**config.mk**
```make
export PLATFORM = sky130hd
export DESIGN_NAME = c_incr_wrap_flat
export DESIGN_NICKNAME = d
export VERILOG_FILES = /design/src/rtl/c_incr_wrap_if.sv /design/src/rtl/c_incr_wrap.sv /design/src/flat_wrapper.sv
export SDC_FILE = /design/constraint.sdc
export NUM_CORES = 1
export LEC_CHECK = 0
export BUFFER_PORTS_ARGS = -buffer_cell sky130_fd_sc_hd__buf_2
export CORE_AREA = 2 2 39 41
export DETAILED_ROUTE_END_ITERATION = 6
export DIE_AREA = 0 0 41 43
export GPL_TIMING_DRIVEN = 0
export PLACE_DENSITY_LB_ADDON = 0.3
export SETUP_SLACK_MARGIN = 0.02
export SLEW_MARGIN = 40
export SYNTH_ARGS = -nofsm -noshare
export SYNTH_HDL_FRONTEND = slang
export SYNTH_SLANG_ARGS = --single-unit
```
**constraint.sdc**
```tcl
create_clock -name clk -period 1.4 [get_ports clk]
set_input_delay 0.21 -clock clk [delete_from_list [all_inputs] [get_ports clk]]
set_output_delay 0.21 -clock clk [all_outputs]
set_load 0.1 [all_outputs]
```
**src/rtl/c_incr_wrap_if.sv**
```systemverilog
// Bundles the incrementer's data and counter signals; master drives inputs, slave is the block.
interface c_incr_wrap_if #(
  parameter int unsigned Width = 4
);
  logic [Width-1:0] data_in;
  logic [Width-1:0] data_out;
  logic             wrap;
  logic             range_err;
  logic             advance;
  logic [Width-1:0] count_out;
  logic             count_wrap;

  modport master (
    output data_in,
    output advance,
    input  data_out,
    input  wrap,
    input  range_err,
    input  count_out,
    input  count_wrap
  );

  modport slave (
    input  data_in,
    input  advance,
    output data_out,
    output wrap,
    output range_err,
    output count_out,
    output count_wrap
  );
endinterface

```
**src/rtl/c_incr_wrap.sv**
```systemverilog
// Wrap-around modulo incrementer over [MinValue, MaxValue], with a registered counter
// stepping through the same sequence.
module c_incr_wrap #(
  parameter int unsigned Width    = 4,
  parameter int unsigned MinValue = 4,
  parameter int unsigned MaxValue = 7
) (
  input logic          clk,
  input logic          reset,
  c_incr_wrap_if.slave bus
);

  if (Width < 1 || Width > 31 || MinValue > MaxValue || MaxValue > (2 ** Width) - 1) begin : g_bad
    $error("c_incr_wrap: need 0 <= MinValue <= MaxValue <= 2**Width-1");
  end

  localparam int               MinI = int'(MinValue);
  localparam int               MaxI = int'(MaxValue);
  localparam logic [Width-1:0] MinV = Width'(MinValue);

  // Compared as int so a zero MinValue or full-scale MaxValue never yields a constant compare.
  function automatic logic out_of_range(input logic [Width-1:0] v);
    return (int'(32'(v)) < MinI) || (int'(32'(v)) > MaxI);
  endfunction

  function automatic logic at_max(input logic [Width-1:0] v);
    return int'(32'(v)) == MaxI;
  endfunction

  // Max is tested before the +1, so the addition can never overflow.
  function automatic logic [Width-1:0] succ(input logic [Width-1:0] v);
    logic [Width-1:0] r;
    if (out_of_range(v) || at_max(v)) begin
      r = MinV;
    end else begin
      r = v + Width'(1);
    end
    return r;
  endfunction

  logic [Width-1:0] count_q, count_d;

  always_comb begin
    bus.data_out  = succ(bus.data_in);
    bus.range_err = out_of_range(bus.data_in);
    bus.wrap      = at_max(bus.data_in);
  end

  always_comb begin
    count_d = count_q;
    if (bus.advance) begin
      count_d = succ(count_q);
    end
  end

  always_ff @(posedge clk) begin
    if (reset) begin
      count_q <= MinV;
    end else begin
      count_q <= count_d;
    end
  end

  assign bus.count_out  = count_q;
  assign bus.count_wrap = at_max(count_q);

endmodule

```
**src/flat_wrapper.sv**
```systemverilog
// flat-port wrapper written by rule: the top's interface ports become plain ports
module c_incr_wrap_flat 
#(
  parameter int unsigned Width    = 4,
  parameter int unsigned MinValue = 4,
  parameter int unsigned MaxValue = 7
)
  (clk, reset, bus_data_in, bus_advance, bus_data_out, bus_wrap, bus_range_err, bus_count_out, bus_count_wrap);
  c_incr_wrap_if #(.Width(Width)) bus_i ();
  input logic clk;
  input logic reset;
  input wire logic [$bits(bus_i.data_in)-1:0] bus_data_in;
  input wire logic [$bits(bus_i.advance)-1:0] bus_advance;
  output wire logic [$bits(bus_i.data_out)-1:0] bus_data_out;
  output wire logic [$bits(bus_i.wrap)-1:0] bus_wrap;
  output wire logic [$bits(bus_i.range_err)-1:0] bus_range_err;
  output wire logic [$bits(bus_i.count_out)-1:0] bus_count_out;
  output wire logic [$bits(bus_i.count_wrap)-1:0] bus_count_wrap;
  assign bus_i.data_in = bus_data_in;
  assign bus_i.advance = bus_advance;
  assign bus_data_out = bus_i.data_out;
  assign bus_wrap = bus_i.wrap;
  assign bus_range_err = bus_i.range_err;
  assign bus_count_out = bus_i.count_out;
  assign bus_count_wrap = bus_i.count_wrap;
  c_incr_wrap #(.Width(Width), .MinValue(MinValue), .MaxValue(MaxValue)) u_core (.clk(clk), .reset(reset), .bus(bus_i));
endmodule
```
-- Yosys cells after proc, flatten, opt, wreduce, memory -nomap -nowiden
Cells that the tools add are included.
- $add $sub $neg: 2
- order comparisons: 4
- equal/unequal tests: 2
- muxes and demuxes: 2
- reduce and logical (&&, ||, !) cells: 4
- operators with widths (cell ; count):
    $add A4 B1 Y4 const B ; 2
    $eq A4 B4 Y1 const B ; 2
    $gt A4 B3 Y1 const B ; 2
    $lt A4 B3 Y1 const B ; 2
    $mux W4 ; 2
    $logic_or A1 B1 Y1 ; 4
- flip-flop bits (word level): 4
- input bits: 7
- output and inout port bits: 11
- logic and storage cells: 15

-- Depth between registers and ports, before layout
Gate-level depths: netlist of run 1.
- word-level depth: 4
- mapped depth: 3
- gate-level depth less buffers: 3

-- Least setup slack after synthesis of run 1
No wires, ideal clock.
- path kind: input to output
- from: input port bus_data_in[3]
- to: output port bus_data_out[0]
- arrival: 3.140 ns
- data required time: 1.190 ns
- setup slack: -1.950 ns
- cell stages on the path: 2
- buffers on the path: 0
- cells stage by stage: nand2b_1 nor3_1
- cells in the longest elaborated chain, start to end: 4
- elaborated cells on any way between the ends: 6
- classes of those cells: order compare (2); eq/ne (1); mux (1); reduce/logical (2)
- ends and longest elaborated chain (element ; line ; RTL):
    from (decl) ; flat_wrapper.sv:12 ; input wire logic [$bits(bus_i.data_in)-1:0] bus_data_in;
    $lt A4 B3 Y1 or $gt A4 B3 Y1 (tied branches) ; c_incr_wrap.sv:23 ; return (int'(32'(v)) < MinI) || (int'(32'(v)) > MaxI);
    $logic_or A1 B1 Y1 ; c_incr_wrap.sv:23 ;
    $logic_or A1 B1 Y1 * ; c_incr_wrap.sv:33 ; if (out_of_range(v) || at_max(v)) begin
    $mux W4 * ; c_incr_wrap.sv:33 ;
    to (decl) ; flat_wrapper.sv:14 ; output wire logic [$bits(bus_i.data_out)-1:0] bus_data_out;
Every way passes the cells marked *; elsewhere a longest branch is shown, timed or not.

-- Worst setup path after layout of run 1
- from: input port bus_data_in[0]
- to: output port bus_data_out[3]
- cells in the longest elaborated chain, start to end: 4
- elaborated cells on any way between the ends: 7
- classes of those cells: add/sub (1); order compare (2); eq/ne (1); mux (1); reduce/logical (2)
- ends and longest elaborated chain (element ; line):
    $lt A4 B3 Y1 or $gt A4 B3 Y1 (tied branches) ; c_incr_wrap.sv:23
    $logic_or A1 B1 Y1 ; c_incr_wrap.sv:23
    $logic_or A1 B1 Y1 ; c_incr_wrap.sv:33
    $mux W4 * ; c_incr_wrap.sv:33
Marked as above.

==> results.tsv, run 1 <==
metric	value	unit
grt_pass1_vias	271	
die_area	1760	um^2
cp.depth	5	
synth_cell_types	17	
syn-instance-count	25	
port_buffers	16	
nets	55	
drt_first_iter_violations	0	
hold_violations	0	
synth.net_count	34	
p_per_area	984	nW/um^2
start_util	16.6	%
core_area	1380	um^2
fin_tns_setup	0	ns
setup_viol	0	
p_switching	186	uW
wl_per_cell	10.3	um
io_pins	18	
report.final.slew_viol_count	0	
placed_cells	57	
grt_max_degree	6	
finalCritPeriodShare	95.8	%
dp_slack	-0.242	ns
drv_cap	0	
ir_drop	426	uV
cp_top_family	simple AND/OR/NAND/NOR gates	
setup.worst_path.class	in2out	
skew	0.00108	ns
synth.area.top_cells	dfxtp_1 (35%), o2bb2ai_1 (11%), ha_1 (11%)	
cp.required	1.19	ns
stdcell_count	61	
crit_path_end_kind	primary output	
hpwl	500	um
yosysSeqAreaShare	34.8	%
syn_area_per_cell	9.21	um^2
drt_drc_violations_left	0	
p_clk_share	35.6	%
crit_buf_inv	2	
slowest_delay	0.23	ns
status	finished clean	
ys_warn_count	0	
rr_worst_depth	3	
min_period	1.34	ns
hold_class	in2reg	
synth_area	230	um^2
dr.pass1.iters	1	
power	454	uW
cts_buffers	3	
power.leakage	0.000199	uW
cts_num_sinks	4	
syn_to_final_growth	101	%
layout-drive-gt1-share	75.6	%
postRouteAntennaNets	0	
grt_antenna_before_repair	0	
cts_tree	built	
clk_path_buf_depth	2	
yosys.area.top_type_share	34.8	%
synth_seq_cells	4	
vias_per_cell	4.18	
cts-root-buf	clkbuf_4	
yosys.area.top_type	dfxtp_1	
crit_arrival	1.13	ns
fmax	746	MHz
rsz0062_at_grt	true	
fp.dieW	41	um
slowest_stage	and3_2	
largest_reg_flops	4	
crit_path_start_kind	primary input	
fin_ws	0.0590	ns
internal-power	268	uW
clock_latency	0.24	ns
grt_pass1_wl	1.08	mm
cts.clk_slew.worst_paths	0.04	ns
diodes	0	
fill_cells	149	
combPwrFrac	36.7	%
sequentialPowerShare	27.7	%
crit_fanout	3	
register_area	92.6	um^2
multi_input_area	190	um^2
routed_wl	626	um
grt.total_usage	9.41	%
via_count	255	
globalplace.congestion	0.588	
rows	14	
hold_depth	2	
die_h	43	um
path_cells	buf_2 > ha_2 > nor3b_2 > and3_2 > buf_12	
grt_overflow	0	
htree_levels	1	
swShare	41.0	%
## layout make-up
cell class,instances,area share (%)
multi-input combinational,19,41.2
sequential,4,20.1
clock buffer,4,5.69
timing repair buffer,16,26.3
buffer,1,1.63
tap,16,4.34
inverter,1,0.813
## power groups by stage
stage	clock, uW	combinational, uW	sequential (uW)
after floorplan	0	88.9	164
after global placement	0	155	126
after detailed placement	0	156	126
after CTS	173	166	124
after global routing	179	177	127
final	162	167	126
## placed cells by master (no fill, tap or decap), drive strengths merged
cell	n
nand2b	2
or3	1
inv	1
nor3	1
nor3b	1
or4b	1
nor2	2
conb	1
nand3	1
nand2	1
o2bb2ai	3
dfxtp	4
and3	1
clkbuf	4
and3b	1
ha	2
and2	1
buf	17
## stage by stage
stage	util, %	area (um^2)	hold slack [ns]
final	33.4	462	0.193
after global placement	27.2	377	0.430
after detailed placement	27.2	377	0.433
after global routing	33.4	462	0.197
after floorplan	-	277	0.308
after CTS	32.5	449	0.182
## synthesized netlist by cell type
cell and n:
dfxtp_1 4, o2bb2ai_1 3, ha_1 2, nand2b_1 2, nor2_1 2, and2_1 1
and3_1 1, and3b_2 1, buf_4 1, conb_1 1, inv_1 1, nand2_1 1
nand3_1 1, nor3_1 1, nor3b_1 1, or3_1 1, or4b_4 1
## worst register-to-register path, stage by stage (launching register included)
cell and delay [ns]:
dfxtp_4 0.35, ha_4 0.16, or4b_4 0.52, o2bb2ai_1 0.18
## kinds of logic (layout without fill, tap and decap cells)
group	Yosys count	count (layout)	share of synthesized area, %
AO/OA/AOI/OAI	3	3	11.4
flip-flops	4	4	34.8
AND/OR/NAND/NOR	13	13	36.4
adder cells (fa/ha/maj)	2	2	10.9
other	1	1	1.63
buffers and inverters	2	22	4.89
## timing repair
| action | CTS | global route |
|---|---|---|
| hold buffers | 0 | 0 |
| pin swaps | 0 | 0 |
| buffers inserted | 0 | 0 |
| setup endpoints to repair | 5 | 3 |
| gates resized for setup | 13 | 2 |
## metal layers
layer  up-vias  wire, um  GRT usage [%]
li1        127         -              -
met1       120       190           7.96
met2         6       387           15.9
met3         2        29           3.14
met4         0        19           8.00
met5         -         0              0
## worst paths after layout
kind,from,endpoint,slack [ns]
worst min-delay path,reset,u_core.bus.count_out[2]$_SDFFE_PP1P_,0.19
worst max register to register,u_core.bus.count_out[0]$_SDFFE_PP0P_,u_core.bus.count_out[0]$_SDFFE_PP0P_,0.11
worst min register to register,u_core.bus.count_out[2]$_SDFFE_PP1P_,u_core.bus.count_out[2]$_SDFFE_PP1P_,0.47
worst max-delay path,bus_data_in[0],bus_data_out[3],0.06
No activity file was read; power rests on OpenSTA's default activity.
==> inputs of run 2 (changes only) <==
- BUFFER_PORTS_ARGS: -buffer_cell sky130_fd_sc_hd__buf_2 -> -buffer_cell sky130_fd_sc_hd__buf_4
==> results.tsv, run 2 (synthesis results as in run 1) <==
metric	value	unit
grt.busiest_layer	met2	
vias_per_cell	4.18	
p_switching	180	uW
setup_viol	0	
crit_fanout	5	
clk_path_buf_depth	2	
core_area	1380	um^2
post-route-util	36.3	%
crit_buf_inv	1	
cts-root-buf	clkbuf_4	
post_cts.repair.setup_buffers	0	
clock_latency	0.23	ns
min_period	1.32	ns
skew	0.0110	ns
rsz0062_at_grt	false	
cp_top_family	flip-flops	
setup.worst_path.class	reg2out	
ir_drop	290	uV
crit_arrival	1.11	ns
holdWs	0.178	ns
diodes	0	
grt_pass1_vias	256	
swShare	39.3	%
cts_buffers	3	
fmax	756	MHz
cts_tree	built	
p_clk_share	33.5	%
grt_pass1_wl	1.07	mm
dpl_cell_area	417	um^2
io_pins	18	
layout-drive-gt1-share	75.6	%
start_util	16.6	%
power.leakage	0.000208	uW
fp.dieW	41	um
grt_overflow	0	
sequentialPowerShare	27.6	%
wl_per_cell	9.90	um
hold_violations	0	
fin_ws	0.0775	ns
largest_reg_flops	4	
crit_path_end_kind	primary output	
combPwrFrac	38.9	%
routed_wl	604	um
status	finished clean	
cts.clk_slew.worst_paths	0.04	ns
postRouteAntennaNets	0	
path_cells	ha_4 > and3b_4 > buf_12	
layout_common_cells	buf_4 (14), o2bb2ai_1 (3), clkbuf_4 (3), dfxtp_4 (3)	
grt_antenna_before_repair	0	
crit_path_start_kind	flip-flop	
slowest_stage	dfxtp_4	
rows	14	
via_count	255	
drt_first_iter_violations	5	
fin_area	503	um^2
drv_cap	0	
htree_levels	1	
fin_tns_setup	0	ns
port_buffers	16	
slowest_delay	0.37	ns
dr.pass1.iters	2	
hold_class	in2reg	
use_met3	3.66	%
finalCritPeriodShare	94.5	%
internal-power	279	uW
report.final.slew_viol_count	0	
nets	55	
grt.total_usage	9.05	%
dp_slack	-0.126	ns
grt_max_degree	6	
cts_num_sinks	4	
cp.required	1.19	ns
drt_drc_violations_left	0	
mostFrequentLayoutCell	buf_4	
die_h	43	um
p_per_area	912	nW/um^2
grt_util_met2	13.4	%
die_area	1760	um^2
globalplace.congestion	0.647	
syn_to_final_growth	118	%
use_met1	10.0	%
[run 2: cell types whose count changed in the layout (fill, tap and decap cells not counted)]
cell / before / now
and3_2: 1 / 0
and3_4: 0 / 1
buf_2: 11 / 0
buf_4: 3 / 14
ha_2: 1 / 0
ha_4: 1 / 2
[run 2: metrics by stage]
step,total power [uW],cells
after floorplan,253,25
after global routing,485,61
after detailed placement,294,57
after global placement,293,57
after CTS,461,61
final,459,61
[run 2: what timing repair did]
item / in CTS / in global routing
resized for setup: 9 / 3
setup endpoints to repair: 3 / 3
hold endpoints to repair: 0 / 0
pin swaps: 0 / 2
hold buffers: 0 / 0
[run 2: path summary, 6_finish.rpt]
check / startpoint / to / slack, ns / cells after the start
max: u_core.bus.count_out[0]$_SDFFE_PP0P_ / bus_count_wrap / 0.08 / 3
max reg2reg: u_core.bus.count_out[0]$_SDFFE_PP0P_ / u_core.bus.count_out[3]$_SDFFE_PP0P_ / 0.13 / 3
min: reset / u_core.bus.count_out[2]$_SDFFE_PP1P_ / 0.18 / 2
min reg2reg: u_core.bus.count_out[2]$_SDFFE_PP1P_ / u_core.bus.count_out[2]$_SDFFE_PP1P_ / 0.47 / 1
[run 2: final cells by class]
type,count,area [um^2]
clock buffers,4,26.3
flip-flops and latches,4,92.6
inverters,1,3.75
multi-input cells,19,204
fillers,142,881
plain buffers,1,7.51
repair buffers,16,149
well taps,16,20.0
[run 2: metal layers]
layer,wire length (um),part of all wire [%],vias up
li1,-,-,129
met1,198,33,122
met2,382,63,4
met3,22,3.6,0
met4,0,0,0
met5,0,0,-
[run 2: power groups by stage]
| stage | Clock [uW] | Sequential (uW) | Combinational (uW) |
|---|---|---|---|
| after global routing | 170 | 127 | 187 |
| final | 153 | 127 | 179 |
| after global placement | 0 | 126 | 167 |
| after CTS | 162 | 124 | 175 |
| after detailed placement | 0 | 126 | 167 |
| after floorplan | 0 | 164 | 88.9 |
[run 2: worst reg2reg max path: cells and delay by family, from the launching register on]
| family | cells | cell delay, ns |
|---|---|---|
| compound gates | 1 | 0.15 |
| fa+ha+maj | 1 | 0.16 |
| flops | 1 | 0.36 |
| simple gates | 1 | 0.52 |
